===== src/rtl/pipe_ctrl_pkg.sv =====
`default_nettype none
// ============================================================================
// Package     : pipe_ctrl_pkg
// Description : Shared constants for the 5-stage core pipeline control path:
//               pipe-register control codes, hazard sequencer state encoding,
//               instruction-register field offsets and a small helper.
// Revision    : 1.0  initial release
// ============================================================================
package pipe_ctrl_pkg;

    // Pipe-register control codes (2'b11 is reserved and never driven)
    localparam logic [1:0] PM_NORMAL = 2'b00;
    localparam logic [1:0] PM_FLUSH  = 2'b01;
    localparam logic [1:0] PM_FREEZE = 2'b10;

    // Hazard sequencer state encoding
    localparam int         ST_W       = 2;
    localparam logic [1:0] ST_RUN     = 2'd0;
    localparam logic [1:0] ST_LSTALL  = 2'd1;
    localparam logic [1:0] ST_FLUSH   = 2'd2;
    localparam logic [1:0] ST_MC_WAIT = 2'd3;

    // Instruction-register field offsets (register index fields)
    localparam int IR_RD_LSB  = 7;
    localparam int IR_RS1_LSB = 15;
    localparam int IR_RS2_LSB = 20;
    localparam int IR_REG_W   = 5;

    function automatic int max3(input int a, input int b, input int c);
        int m;
        m = a;
        if (b > m) m = b;
        if (c > m) m = c;
        return m;
    endfunction

endpackage
`default_nettype wire


===== src/rtl/sat_counter.sv =====
`default_nettype none
// ============================================================================
// Module      : sat_counter
// Description : Up-counter that sticks at all-ones instead of wrapping.
// Ports       : clk      - clock, rising edge
//               i_clr_n  - asynchronous active-low clear
//               i_inc    - increment request for this cycle
//               o_count  - current count
// Revision    : 1.0  initial release
// ============================================================================
module sat_counter #(
    parameter int WIDTH = 16
) (
    input  logic             clk,
    input  logic             i_clr_n,
    input  logic             i_inc,
    output logic [WIDTH-1:0] o_count
);

    logic [WIDTH-1:0] r_count;

    always_ff @(posedge clk or negedge i_clr_n) begin
        if (!i_clr_n) begin
            r_count <= '0;
        end else if (i_inc && (r_count != {WIDTH{1'b1}})) begin
            r_count <= r_count + 1'b1;
        end
    end

    assign o_count = r_count;

endmodule
`default_nettype wire


===== src/rtl/pipeline_hazard_ctrl.sv =====
`default_nettype none
// ============================================================================
// Module      : pipeline_hazard_ctrl
// Description : Central stall/flush sequencer for the 5-stage core. Resolves
//               load-use hazards, taken branches resolved in EX and multicycle
//               EX ops, driving IF/ID and ID/EX control codes and PC enable.
// Ports       : clk, reset_n (async active-low)
//               id_rs1/id_rs2/id_use_rs1/id_use_rs2 - ID operand usage
//               ex_mem_read/ex_rd                   - EX load destination
//               branch_taken, mc_start, mc_done     - EX events
//               mux_if_pm/mux_id_ex/pc_write_en     - pipeline controls
//               mc_timeout                          - sticky timeout status
//               stall_cnt/flush_cnt                 - saturating perf counters
// Revision    : 1.0  initial release
// ============================================================================
module pipeline_hazard_ctrl
    import pipe_ctrl_pkg::*;
#(
    parameter int REG_AW         = 4,
    parameter int LOAD_STALL_CYC = 1,
    parameter int FLUSH_CYC      = 1,
    parameter int MC_TIMEOUT     = 64,
    parameter int PERF_W         = 16
) (
    input  logic              clk,
    input  logic              reset_n,
    input  logic [REG_AW-1:0] id_rs1,
    input  logic [REG_AW-1:0] id_rs2,
    input  logic              id_use_rs1,
    input  logic              id_use_rs2,
    input  logic              ex_mem_read,
    input  logic [REG_AW-1:0] ex_rd,
    input  logic              branch_taken,
    input  logic              mc_start,
    input  logic              mc_done,
    output logic [1:0]        mux_if_pm,
    output logic [1:0]        mux_id_ex,
    output logic              pc_write_en,
    output logic              mc_timeout,
    output logic [PERF_W-1:0] stall_cnt,
    output logic [PERF_W-1:0] flush_cnt
);

    // Shared cycle counter must hold up to (largest length - 1)
    localparam int c_cnt_max = max3(LOAD_STALL_CYC, FLUSH_CYC, MC_TIMEOUT);
    localparam int c_cnt_w   = (c_cnt_max > 1) ? $clog2(c_cnt_max) : 1;

    localparam logic [c_cnt_w-1:0] c_flush_reload  = c_cnt_w'(FLUSH_CYC - 1);
    localparam logic [c_cnt_w-1:0] c_lstall_reload = c_cnt_w'(LOAD_STALL_CYC - 1);
    localparam logic [c_cnt_w-1:0] c_mc_last       = c_cnt_w'(MC_TIMEOUT - 1);
    localparam bit                 c_flush_multi   = (FLUSH_CYC > 1);
    localparam bit                 c_lstall_multi  = (LOAD_STALL_CYC > 1);

    logic [ST_W-1:0]    r_state;
    logic [ST_W-1:0]    w_state_nxt;
    logic [c_cnt_w-1:0] r_cnt;
    logic [c_cnt_w-1:0] w_cnt_nxt;
    logic               r_mc_timeout;
    logic               w_timeout_set;
    logic               w_flush_inc;
    logic               w_load_use;
    logic               w_mc_release;
    logic [1:0]         w_if_pm;
    logic [1:0]         w_id_ex;
    logic               w_pc_we;
    logic               w_stall_inc;

    assign w_load_use = ex_mem_read && (ex_rd != '0) &&
                        ((id_use_rs1 && (id_rs1 == ex_rd)) ||
                         (id_use_rs2 && (id_rs2 == ex_rd)));

    // MC_WAIT ends on done, or on the last allowed cycle (forced release)
    assign w_mc_release = mc_done || (r_cnt == c_mc_last);

    // ------------------------------------------------------------------
    // State register
    // ------------------------------------------------------------------
    always_ff @(posedge clk or negedge reset_n) begin
        if (!reset_n) begin
            r_state      <= ST_RUN;
            r_cnt        <= '0;
            r_mc_timeout <= 1'b0;
        end else begin
            r_state <= w_state_nxt;
            r_cnt   <= w_cnt_nxt;
            if (w_timeout_set) begin
                r_mc_timeout <= 1'b1;
            end
        end
    end

    // ------------------------------------------------------------------
    // Next-state logic
    // ------------------------------------------------------------------
    always_comb begin
        w_state_nxt   = r_state;
        w_cnt_nxt     = r_cnt;
        w_timeout_set = 1'b0;
        w_flush_inc   = 1'b0;
        case (r_state)
            ST_RUN: begin
                if (branch_taken) begin
                    w_flush_inc = 1'b1;
                    if (c_flush_multi) begin
                        w_state_nxt = ST_FLUSH;
                        w_cnt_nxt   = c_flush_reload;
                    end
                end else if (mc_start) begin
                    w_state_nxt = ST_MC_WAIT;
                    w_cnt_nxt   = '0;
                end else if (w_load_use && c_lstall_multi) begin
                    w_state_nxt = ST_LSTALL;
                    w_cnt_nxt   = c_lstall_reload;
                end
            end
            ST_LSTALL: begin
                // A taken branch aborts the load stall and takes the branch path
                if (branch_taken) begin
                    w_flush_inc = 1'b1;
                    if (c_flush_multi) begin
                        w_state_nxt = ST_FLUSH;
                        w_cnt_nxt   = c_flush_reload;
                    end else begin
                        w_state_nxt = ST_RUN;
                    end
                end else if (r_cnt <= c_cnt_w'(1)) begin
                    w_state_nxt = ST_RUN;
                end else begin
                    w_cnt_nxt = r_cnt - 1'b1;
                end
            end
            ST_FLUSH: begin
                if (branch_taken) begin
                    w_flush_inc = 1'b1;
                    w_cnt_nxt   = c_flush_reload;
                end else if (r_cnt <= c_cnt_w'(1)) begin
                    w_state_nxt = ST_RUN;
                end else begin
                    w_cnt_nxt = r_cnt - 1'b1;
                end
            end
            ST_MC_WAIT: begin
                // mc_start/branch_taken are stale while EX is held
                if (mc_done) begin
                    w_state_nxt = ST_RUN;
                end else if (r_cnt == c_mc_last) begin
                    w_state_nxt   = ST_RUN;
                    w_timeout_set = 1'b1;
                end else begin
                    w_cnt_nxt = r_cnt + 1'b1;
                end
            end
            default: begin
                w_state_nxt = ST_RUN;
                w_cnt_nxt   = '0;
            end
        endcase
    end

    // ------------------------------------------------------------------
    // Output logic (combinational so the hazard is handled the cycle it shows)
    // ------------------------------------------------------------------
    always_comb begin
        w_if_pm = PM_NORMAL;
        w_id_ex = PM_NORMAL;
        w_pc_we = 1'b1;
        case (r_state)
            ST_RUN: begin
                if (branch_taken) begin
                    w_if_pm = PM_FLUSH;
                    w_id_ex = PM_FLUSH;
                end else if (mc_start) begin
                    w_if_pm = PM_FREEZE;
                    w_id_ex = PM_FREEZE;
                    w_pc_we = 1'b0;
                end else if (w_load_use) begin
                    w_if_pm = PM_FREEZE;
                    w_id_ex = PM_FLUSH;
                    w_pc_we = 1'b0;
                end
            end
            ST_LSTALL: begin
                if (branch_taken) begin
                    w_if_pm = PM_FLUSH;
                    w_id_ex = PM_FLUSH;
                end else begin
                    w_if_pm = PM_FREEZE;
                    w_id_ex = PM_FLUSH;
                    w_pc_we = 1'b0;
                end
            end
            ST_FLUSH: begin
                w_if_pm = PM_FLUSH;
                w_id_ex = PM_FLUSH;
            end
            ST_MC_WAIT: begin
                if (!w_mc_release) begin
                    w_if_pm = PM_FREEZE;
                    w_id_ex = PM_FREEZE;
                    w_pc_we = 1'b0;
                end
            end
            default: begin
                w_if_pm = PM_NORMAL;
                w_id_ex = PM_NORMAL;
                w_pc_we = 1'b1;
            end
        endcase
    end

    // Reset forces idle controls regardless of state or inputs
    assign mux_if_pm   = reset_n ? w_if_pm : PM_NORMAL;
    assign mux_id_ex   = reset_n ? w_id_ex : PM_NORMAL;
    assign pc_write_en = reset_n ? w_pc_we : 1'b1;
    assign mc_timeout  = r_mc_timeout;

    assign w_stall_inc = ~pc_write_en;

    sat_counter #(
        .WIDTH (PERF_W)
    ) u_stall_cnt (
        .clk     (clk),
        .i_clr_n (reset_n),
        .i_inc   (w_stall_inc),
        .o_count (stall_cnt)
    );

    sat_counter #(
        .WIDTH (PERF_W)
    ) u_flush_cnt (
        .clk     (clk),
        .i_clr_n (reset_n),
        .i_inc   (w_flush_inc),
        .o_count (flush_cnt)
    );

endmodule
`default_nettype wire

===== config.mk =====
export PLATFORM = sky130hd
export DESIGN_NAME = pipeline_hazard_ctrl
export DESIGN_NICKNAME = d
export VERILOG_FILES = /design/src/rtl/pipe_ctrl_pkg.sv /design/src/rtl/sat_counter.sv /design/src/rtl/pipeline_hazard_ctrl.sv
export SDC_FILE = /design/constraint.sdc
export NUM_CORES = 1
export LEC_CHECK = 0
export ABC_AREA = 1
export CAP_MARGIN = 20
export CORE_ASPECT_RATIO = 1.5
export CORE_MARGIN = 2
export CORE_UTILIZATION = 45
export DETAILED_ROUTE_END_ITERATION = 10
export GPL_TIMING_DRIVEN = 1
export PLACE_DENSITY = 0.83
export SKIP_CTS_REPAIR_TIMING = 1
export SLEW_MARGIN = 10
export SYNTH_ARGS = -nofsm -noshare
export SYNTH_HDL_FRONTEND = slang
export SYNTH_SLANG_ARGS = --single-unit

===== constraint.sdc =====
create_clock -name clk -period 2.25 [get_ports clk]
set_input_delay 0.5625 -clock clk [delete_from_list [all_inputs] [get_ports clk]]
set_output_delay 0.5625 -clock clk [all_outputs]
set_load 0.02 [all_outputs]

; ---- After elaboration in Yosys (flattened, before gate mapping)
; Cells that the tools add are included.
[word_totals]
ff_bits = 41
latchBits = 0
ramBits = 0
romBits = 0
input_bits = 20
word_cells = 79
memories = 0
[classes]
addsub = 4
mul = 0
n_div = 0
order_cmp = 1
n_eq_ne = 15
shifts = 0
n_mux = 39
n_bitwise = 1
reduce_logical = 14
[op_table]
columns = cell, count
row1 = two-way mux 6 bit, 7
row2 = "adder 16 x 1 -> 16 bit, second input constant", 2
row3 = two-way mux 2 bit, 16
row4 = "!= test 16 bit, second input constant", 2
row5 = case mux 6 bit (4 select lines), 1
row6 = case mux 2 bit (4 select lines), 2
row7 = "!= test 2 bit, second input constant", 6
row8 = two-way mux 1 bit, 11
row9 = == test 4 bit, 2
row10 = "adder 6 x 1 -> 6 bit, second input constant", 1
row11 = "== test 6 bit, second input constant", 1
row12 = "<= comparator 6 x 1 -> 1 bit, second input constant", 1
row13 = logical AND 1 bit, 6
row14 = case mux 2 bit (3 select lines), 1
row15 = "subtractor 6 x 1 -> 6 bit, second input constant", 1
row16 = AND reduction 5 bit, 1
row17 = "== test 2 bit, second input constant", 2
row18 = AND reduction 4 bit, 1
row19 = nonzero test 4 bit, 1
row20 = "!= test 3 bit, second input constant", 1
row21 = case mux 1 bit (3 select lines), 1
row22 = OR reduction 3 bit, 1
row23 = "== test 2 x 1 -> 1 bit, second input constant", 1
row24 = zero test 2 bit, 1
row25 = 3 further kinds, 4

; ---- Longest topological paths before layout
[depth]
depth_word = 11
mapped_depth = 12
mapped_depth_nobuf = 11

; ---- Modules after synthesis
; From an unflattened synthesis, not the netlist that was laid out.
[hier_totals]
hier_cells = 466
hier_area_um2 = 3221.8
[modules_own_cells]
columns = module, instances, cells_per_inst, area_per_inst_um2, seq_area_each_um2
row1 = pipeline_hazard_ctrl, 1, 175, 1124.8, 225.2
row2 = sat_counter (u_flush_cnt), 1, 149, 1058.5, 400.4
row3 = sat_counter (u_stall_cnt), 1, 142, 1038.5, 400.4

; ---- Worst setup path after synthesis
; OpenSTA, ideal clock, no wires.
[synth_path]
path_kind = flip-flop to output port
from = register r_cnt[0]
to = output pc_write_en
arrival_time_ps = 1573
slack_ps = 115
stages_incl_launch_ff = 9
n_path_buf = 1
path_cell_list = dfrtp_1 ha_1 nand3_1 nor2_1 nand3_1 o211ai_1 nor2_1 clkbuf_1 nand2_1
[synth_between]
elab_chain_len = 5
[synth_rtl]
columns = item, line_no
row1 = start: declaration, pipeline_hazard_ctrl.sv:56  ; logic [c_cnt_w-1:0] r_cnt;
row2 = start signal: assignment, pipeline_hazard_ctrl.sv:85  ; r_cnt <= w_cnt_nxt;
row3 = == test 6 bit, pipeline_hazard_ctrl.sv:73  ; assign w_mc_release = mc_done || (r_cnt == c_mc_last);
row4 = logical OR 1 bit, pipeline_hazard_ctrl.sv:73
row5 = two-way mux 1 bit, pipeline_hazard_ctrl.sv:197  ; if (!w_mc_release) begin
row6 = case mux 1 bit (3 select lines), pipeline_hazard_ctrl.sv:167  ; case (r_state)
row7 = two-way mux 1 bit, pipeline_hazard_ctrl.sv:214  ; assign pc_write_en = reset_n ? w_pc_we : 1'b1;
row8 = end: declaration, pipeline_hazard_ctrl.sv:38  ; output logic pc_write_en,
; Every way passes these cells.

; ---- Final worst setup path
[layout_path]
from = register r_cnt[1]
to = output mux_if_pm[1]
[layout_between]
elab_chain_len = 5
[layout_rtl]
columns = item, line_no
row1 = == test 6 bit, pipeline_hazard_ctrl.sv:73
row2 = logical OR 1 bit, pipeline_hazard_ctrl.sv:73
row3 = two-way mux 2 bit, pipeline_hazard_ctrl.sv:197
row4 = case mux 2 bit (4 select lines), pipeline_hazard_ctrl.sv:167
row5 = two-way mux 2 bit, pipeline_hazard_ctrl.sv:212  ; assign mux_if_pm = reset_n ? w_if_pm : PM_NORMAL;
row6 = end: declaration, pipeline_hazard_ctrl.sv:36  ; output logic [1:0] mux_if_pm,
; Every way passes these cells.

==> flow_results.org <==
** Run status
- The flow ran to the end, but the final reports show violations.
- Failing checks :: negative setup slack

** GRT
- The layer flagged by global routing as most heavily used is met2.
- Sum of overflow across all layers after global routing :: 0
- GR Layer Usage met1 :: around a quarter
- GR met3 Demand/Resource :: approximately 3.8%
- Maximum number of pins on one net before global-route repair :: 36
- In the global route stage, met2 resource usage came out at roughly 41%.
- The via count of the first global-routing pass came to 2,864.
- Total routing usage reported by global routing :: between 20 and 25%
- The first global-routing pass estimated 11,820 um of wire.
- Number of antenna violations at the first check in global routing :: 0

** Timing
- The number of hold-slack violations in the final timing report is 0.
- Final-report setup violation count :: 1
- The final number of max-transition violations was 0.
- Remaining max-slew budget at the tightest pin :: 68.29%
- Final Skew :: 0.002569 ns
- Setup repair after global routing could not meet its margin everywhere.
- Subtracting the final worst setup slack from the clock period gives 2.278 ns.
- Period utilization :: 101.3%
- For the pin with the worst max-slew slack, the measured transition is approximately 0.47 ns.
- In the post-route analysis, the smallest setup slack over all paths is -0.02826 ns.
- Maximum clock rate :: about 0.44 GHz

** Setup path
- The critical path is of the flip-flop to output pin type.
- The worst setup path is launched from a flip-flop.
- Critical path data required time :: 1.69 ns
- Largest fanout on the critical path :: 3
- Data on the critical path arrives at its endpoint at 1.72 ns.
- Setup crit end kind :: output pin

** Pwr
- Total Power Consumption :: 0.003399 W
- The share of total power dissipated in the clock network is approximately 15%.
- The worst-case IR drop observed on VDD is about 0.54 mV.
- Power share of the sequential group :: 30.6%
- Leakage dissipation :: about 2 nW
- Share of power burned in combinational logic :: a little over half
- Fraction of power spent switching nets :: approximately 43%
- Areal power density over the cells :: 883.2 nW/um^2
- Net switching power :: 0.001448 W
- Internal power contribution :: 0.001951 W

** Synth
- Post-synthesis average cell area :: between 7 and 8 um^2
- Leading post-synthesis cells by cell area :: sky130_fd_sc_hd__dfrtp_1 (37%), sky130_fd_sc_hd__nand2_1 (16%), sky130_fd_sc_hd__xor2_1 (5.7%), sky130_fd_sc_hd__inv_1 (5.3%), sky130_fd_sc_hd__nand3_1 (4.9%)
- Counting every net in the synthesized netlist gives slightly above 400.
- Adder and majority cell fraction of the synthesized area :: 4.556%
- Measured against the total synthesized area, the mux share comes to 0%.
- Combinational family with the most area after synthesis :: simple AND/OR/NAND/NOR gates
- In the synthesized netlist, the number of instances is 377.
- The synthesized netlist devotes 7.426% of its cell area to compound gates.
- Distinct cell type count after synthesis :: 26
- In this run the cell area of the synthesized design comes to 2746 um^2.
- Area fraction of the dominant cell type after synthesis :: 37.36%
- Of all cell types, the one taking the most synthesized area is sky130_fd_sc_hd__dfrtp_1.
- Count of state elements after synthesis :: 41
- For this run, the register share of the synthesized area comes to 37.36%.
- Simple-gate portion of the synthesized area :: about 34%
- Summing the areas of all xor and xnor instances in the mapped netlist gives under 10% of the synthesized area.
- Warning count from the yosys run :: 0

** Placement
- Placement Cell Area :: 3642 um^2
- Prior to clock tree synthesis, the placed netlist has a worst setup slack of -0.6771 ns.
- Summed over all nets, the half-perimeter wirelength after detailed placement is 5414 um.
- The count of buffers added on input and output ports is 57.
- Global placer's final weighted congestion :: 0.8810

** Clocking
- Skew-Pair Late Insertion Delay :: 0.30 ns
- TritonCTS created 5 clock buffers.
- CTS tree :: yes
- Clock-pin slew reported for the worst setup and hold paths after clock tree synthesis :: 0.08 ns
- The clock passes through at most 2 buffers.
- H-tree depth reported by CTS :: 2
- Number of sinks on the clock net :: 41
- The root buffer cell chosen for the clock tree is sky130_fd_sc_hd__clkbuf_8.

** Floorplan
- The die is 99.68 um tall.
- Horizontal die dimension :: 67.79 um
- The floorplan has 34 rows.
- The die covers slightly below 7000 um^2.
- In this run the standard cell core region covers 5871 um^2.
- Boundary Pins :: 58
- Starting density of the core :: around 47%

** Route
- Dividing the detail-routed wire length by the instance count gives 13.24 um.
- In the routed design, unresolved DRC markers number 0.
- Number of routed nets with antenna violations :: 0
- Initial DRT Pass Iterations :: 4
- Detailed-route via count :: 2,844
- The final layout contains routed wiring with a total length of 7218 um.
- DR vias/cell :: 5.218
- Iter 0 DRT Violations :: 191

** Layout
- The post-route netlist has between 15 and 20% of its cells at a drive strength greater than 1.
- Final design area excluding fillers :: 3849 um^2
- The number of antenna diodes in the final layout is 0.
- The library cells used most frequently in the layout, excluding fill and tap cells, are sky130_fd_sc_hd__nand2_1 (111), sky130_fd_sc_hd__dfrtp_1 (41), sky130_fd_sc_hd__buf_4 (39).
- Compared with the post-synthesis result, the final layout area differs by 40.14%.
- Most common cell after layout, fill and taps aside :: sky130_fd_sc_hd__nand2_1
- After the last flow step, the layout net total stands at about 500.

** Hold path
- Classification of the worst-slack hold path :: input port to async pin

** Flow run
- The tool flagged a number of max-cap violations equal to 0.
[per-layer routing]
layer / part of all wire [%] / routed length [um]
met1: 39 / 2828
met5: 0 / 0
met2: 55 / 3996
met4: 2.1 / 148
met3: 3.4 / 244
[per-stage QoR]
| stage | instances | hold WS (ns) | util (%) | setup TNS (ns) |
|---|---|---|---|---|
| global placement | 536 | 0.4863 | 62.04 | -4.911 |
| global route | 545 | 0.2634 | 65.56 | -0.2653 |
| detailed placement | 536 | 0.5018 | 62.04 | -5.283 |
| floorplan | 377 | 0.2669 | - | 0 |
| CTS | 544 | 0.2605 | 63.68 | -3.006 |
| finish | 545 | 0.2648 | 65.56 | -0.02826 |
[logic make-up (layout without fill, tap and decap cells)]
group / Yosys count / count (layout)
AOI/OAI and AO/OA: 37 / 37
and+or+nand+nor: 212 / 212
buffers and inverters: 46 / 142
xor gates and xnor gates: 31 / 31
adders and majority gates: 10 / 10
DFF: 41 / 41
[state kept, by name (all words and copies together) (netlist names)]
signal,cells
u_flush_cnt.o_count,16
u_stall_cnt.o_count,16
r_cnt,6
r_state,2
mc_timeout,1
[final cells by class]
type	count	area, um^2
fillers	497	2022
inverters	39	146.4
repair buffers	95	878.3
well taps	72	90.09
clock buffers	6	82.58
multi-input cells	290	1612
clock inverters	2	13.76
flip-flops and latches	41	1026
[power by group through the flow]
stage / Sequential [W] / Combinational, W / Clock [W]
after floorplan: 0.00114 / 0.000883 / 0
after global placement: 0.00103 / 0.00173 / 0
after detailed placement: 0.00105 / 0.00178 / 0
after CTS: 0.00103 / 0.00179 / 0.000534
after global routing: 0.00106 / 0.00203 / 0.000561
final: 0.00104 / 0.00185 / 0.000511
[worst paths after layout]
kind                             from                endpoint  slack [ns]  cells past startpoint
setup / recovery             r_cnt[1]            mux_if_pm[1]       -0.03                      9
hold / removal                reset_n              r_state[0]        0.26                      2
max in group asynchronous     reset_n  u_flush_cnt.o_count[6]        1.52                      2
hold reg to reg            mc_timeout              mc_timeout        0.51                      1
min in group clk           mc_timeout              mc_timeout        0.51                      1
setup reg to reg           r_state[0]  u_stall_cnt.o_count[7]        0.32                     11
[Yosys cell counts, drive strengths merged]
master	number
inv	39
nor4	1
nor3	10
nor2	32
xor2	18
ha	10
o211ai	1
nor3b	2
a21boi	2
o21bai	2
a31oi	2
a21oi	9
dfrtp	41
o21ai	20
nand3b	2
nand3	29
or2	1
o2111ai	1
buf	4
xnor2	13
clkbuf	3
nand4	20
nand2	115
[critical path, cell delays in order, from the launching register on]
cell and delay, ns:
sky130_fd_sc_hd__dfrtp_1 0.37, sky130_fd_sc_hd__ha_2 0.21, sky130_fd_sc_hd__nand3_4 0.09, sky130_fd_sc_hd__nor2_4 0.15, sky130_fd_sc_hd__nand2_2 0.09, sky130_fd_sc_hd__a31oi_4 0.19
sky130_fd_sc_hd__nand2_1 0.07, sky130_fd_sc_hd__nand2_1 0.07, sky130_fd_sc_hd__a21oi_2 0.04, sky130_fd_sc_hd__buf_6 0.13
Note: power is estimated with default switching activity, not from simulation.
==> patch, RTL diff (same settings) <==
Change the package constant `ST_W` from 2 to 4.
--- a/src/rtl/pipe_ctrl_pkg.sv
+++ b/src/rtl/pipe_ctrl_pkg.sv
@@ -16,3 +16,3 @@
     // Hazard sequencer state encoding
-    localparam int         ST_W       = 2;
+    localparam int         ST_W       = 4;
     localparam logic [1:0] ST_RUN     = 2'd0;
Check against the original RTL: same outputs for any inputs over 10 cycles, from zero or initial values and one cycle with reset_n low; that may be too few to reach the edited logic, so the function may still have changed.
==> patch against the unedited design <==
- sequential cell count up 2
- global-route usage down 2.0 points
- clock skew up 0.0026 ns
- synthesized area up 3.9%
- cell area down 1.6%
- setup slack better by 0.062 ns
- wire length down 4.0%
- core utilization down 3.8 points
- hold slack better by 0.051 ns
- die area up 3.7%
- critical endpoint unchanged
- via count down 1.8%
Power is not compared: it rests on default switching activity, and its combinational part moved more than twofold at a synthesized area within 25%.
==> patch: results (changes against the unedited design) <==
clock_network:
  clockRootBuffer: "clkbuf_8"  # unchanged
  clk-insertion-delay-late_ns: 0.30  # about the same
  clk_pin_slew_ns: 0.08  # about the same
  max-clock-path-buffers: 2  # unchanged
  cts_max_level: 2  # unchanged
  cts-buffers-inserted: 5  # unchanged
synthesis:
  synthTopCellsByCount: "106 x nand2_1, 43 x dfrtp_1, 43 x inv_1"  # was 115 x nand2_1, 41 x dfrtp_1, 39 x inv_1
  netlist_top_cells_area: "dfrtp_1 38%, nand2_1 14%, inv_1 5.7%"  # was dfrtp_1 37%, nand2_1 16%, xor2_1 5.7%
  synth_flop_cell: "dfrtp_1"  # unchanged
  synth_seq_area_share_pct: 37.7  # was 37.4%
  synth.lib_cells_used.distinct: 37  # was 26
  synth_async_sr_flop_share_pct: 100  # unchanged
  ys.warnings.count: 0  # unchanged
routing:
  first_iter_violations: 198  # was 191
  avgViaCountPerCell: 5.13  # was 5.22
  wl_per_cell_microns: 12.7  # was 13.2 microns
  detailed_routing_iterations_pass_1: 4  # unchanged
global_routing:
  grt_use_total_pct: 20.3  # was 22.3%
  grt_first_pass_wirelength_microns: 11800  # about the same
  vias_in_the_first_global_route: 2722  # was 2864
  grt_antenna_before_repair: 0  # unchanged
  pin_count_of_the_biggest_net_entering_global_routing: 38  # was 36
setup_path:
  path_max_fanout: 3  # unchanged
  slowest_delay_ns: 0.40  # was 0.37 ns
  cp_slowest_cell: "dfrtp_1"  # unchanged
  cp_data_arrival_time_ns: 1.65  # was 1.72 ns
  worst_path_dominant_cell_family: "simple AND/OR/NAND/NOR gates"  # unchanged
layout:
  antenna_cells: 0  # unchanged
  final_net_count: 494  # was 502
  layout-drive-gt1-share_pct: 16.8  # was 15.4%
place:
  port_buffers: 57  # unchanged
  half_perimeter_wire_length_after_detailed_placement_microns: 5240  # was 5410 microns
  gp_congestion: 0.846  # was 0.881
  placement_stage_worst_setup_slack_ns: -0.738  # was -0.677 ns
power:
  power_leakage_nw: 1.94
  peakVddDrop_mv: 0.427
sta:
  clock-skew-final_ns: 0.00518  # was 0.00257 ns
  tightestPinTransition_ns: 0.727  # was 0.472 ns
status:
  run_status: "finished, final reports clean"  # was finished, violations left
min_path:
  hold_class: "input port to async pin"  # unchanged
[patch: cell types whose count changed after synthesis, sizes merged, moves of 5 or more]
cell	change
inv	+11
nor2	+11
o21ai	-9
nand2	-6
nand3	+6
buf	+5
ha	-5
[patch: final timing paths]
path                                              from                             endpoint  slack, ns  depth (start not counted)
worst max-delay path              r_cnt[1]$_DFFE_PN0P_                         mux_if_pm[1]       0.03                          9
max in group asynchronous                      reset_n  u_flush_cnt.o_count[11]$_DFFE_PN0P_       1.57                          2
worst max register to register    r_cnt[1]$_DFFE_PN0P_                 r_cnt[0]$_DFFE_PN0P_       0.24                         10
min in group clk                mc_timeout$_DFFE_PN0P_               mc_timeout$_DFFE_PN0P_       0.48                          1
worst min-delay path                           reset_n                 r_cnt[5]$_DFFE_PN0P_       0.32                          3
worst min register to register  mc_timeout$_DFFE_PN0P_               mc_timeout$_DFFE_PN0P_       0.48                          1
[patch: area by class of cell]
class	instances	area (sq um)
Clock buffer	6	72.6
Clock inverter	2	12.5
Timing Repair Buffer	84	776
Sequential cell	43	1080
Inverter	50	188
Fill cell	528	2340
Multi-Input combinational cell	285	1570
Tap cell	74	92.6
[patch: report_power, final]
| group | internal, mW | total (mW) | switching [mW] | leakage (nW) |
|---|---|---|---|---|
| Sequential | 0.842 | 0.939 | 0.0975 | 0.563 |
| Clock | 0.217 | 0.490 | 0.272 | 0.0412 |
| Combinational | 0.240 | 0.516 | 0.276 | 1.34 |
[patch: worst register-to-register path, cell delays in order, from the launching register on]
cell and delay [ns]:
dfrtp_1 0.42, ha_4 0.17, nand4_1 0.16, nor2_4 0.08
nand2_4 0.06, nand3_4 0.08, nor2_1 0.57, o21ai_0 0.20
nand2_1 0.11, nand2_1 0.07, inv_1 0.05
[patch: cell families (layout without fill, tap and decap cells)]
kind of cell    count (synthesis)  count (layout)  synth area share, %
flops                          43              43                 37.7
other cells                     1               2                0.131
compound gates                 28              28                 5.87
buf+inv                        59             142                 9.07
fa+ha+maj                       5               5                 2.19
simple gates                  221             221                 36.1
xor+xnor                       29              29                 8.90
[patch: metrics by stage]
stage | area, sq um | power (mW) | instances | utilization (%) | TNS, ns
4_1_cts | 3720 | 1.97 | 543 | 60.8 | -2.94
3_5_place_dp | 3640 | 1.47 | 535 | 59.4 | -5.63
3_3_place_gp | 3640 | 1.46 | 535 | 59.4 | -4.92
5_1_grt | 3790 | 2.06 | 544 | 61.8 | -0.116
2_1_floorplan | 2860 | 1.22 | 387 | - | 0
6_report | 3790 | 1.94 | 544 | 61.8 | 0
[patch: metal layers]
metal	routed length (microns)	track usage, %
met1	2610	21.5
met2	3930	40.2
met3	223	3.08
met5	0	0
met4	159	7.84
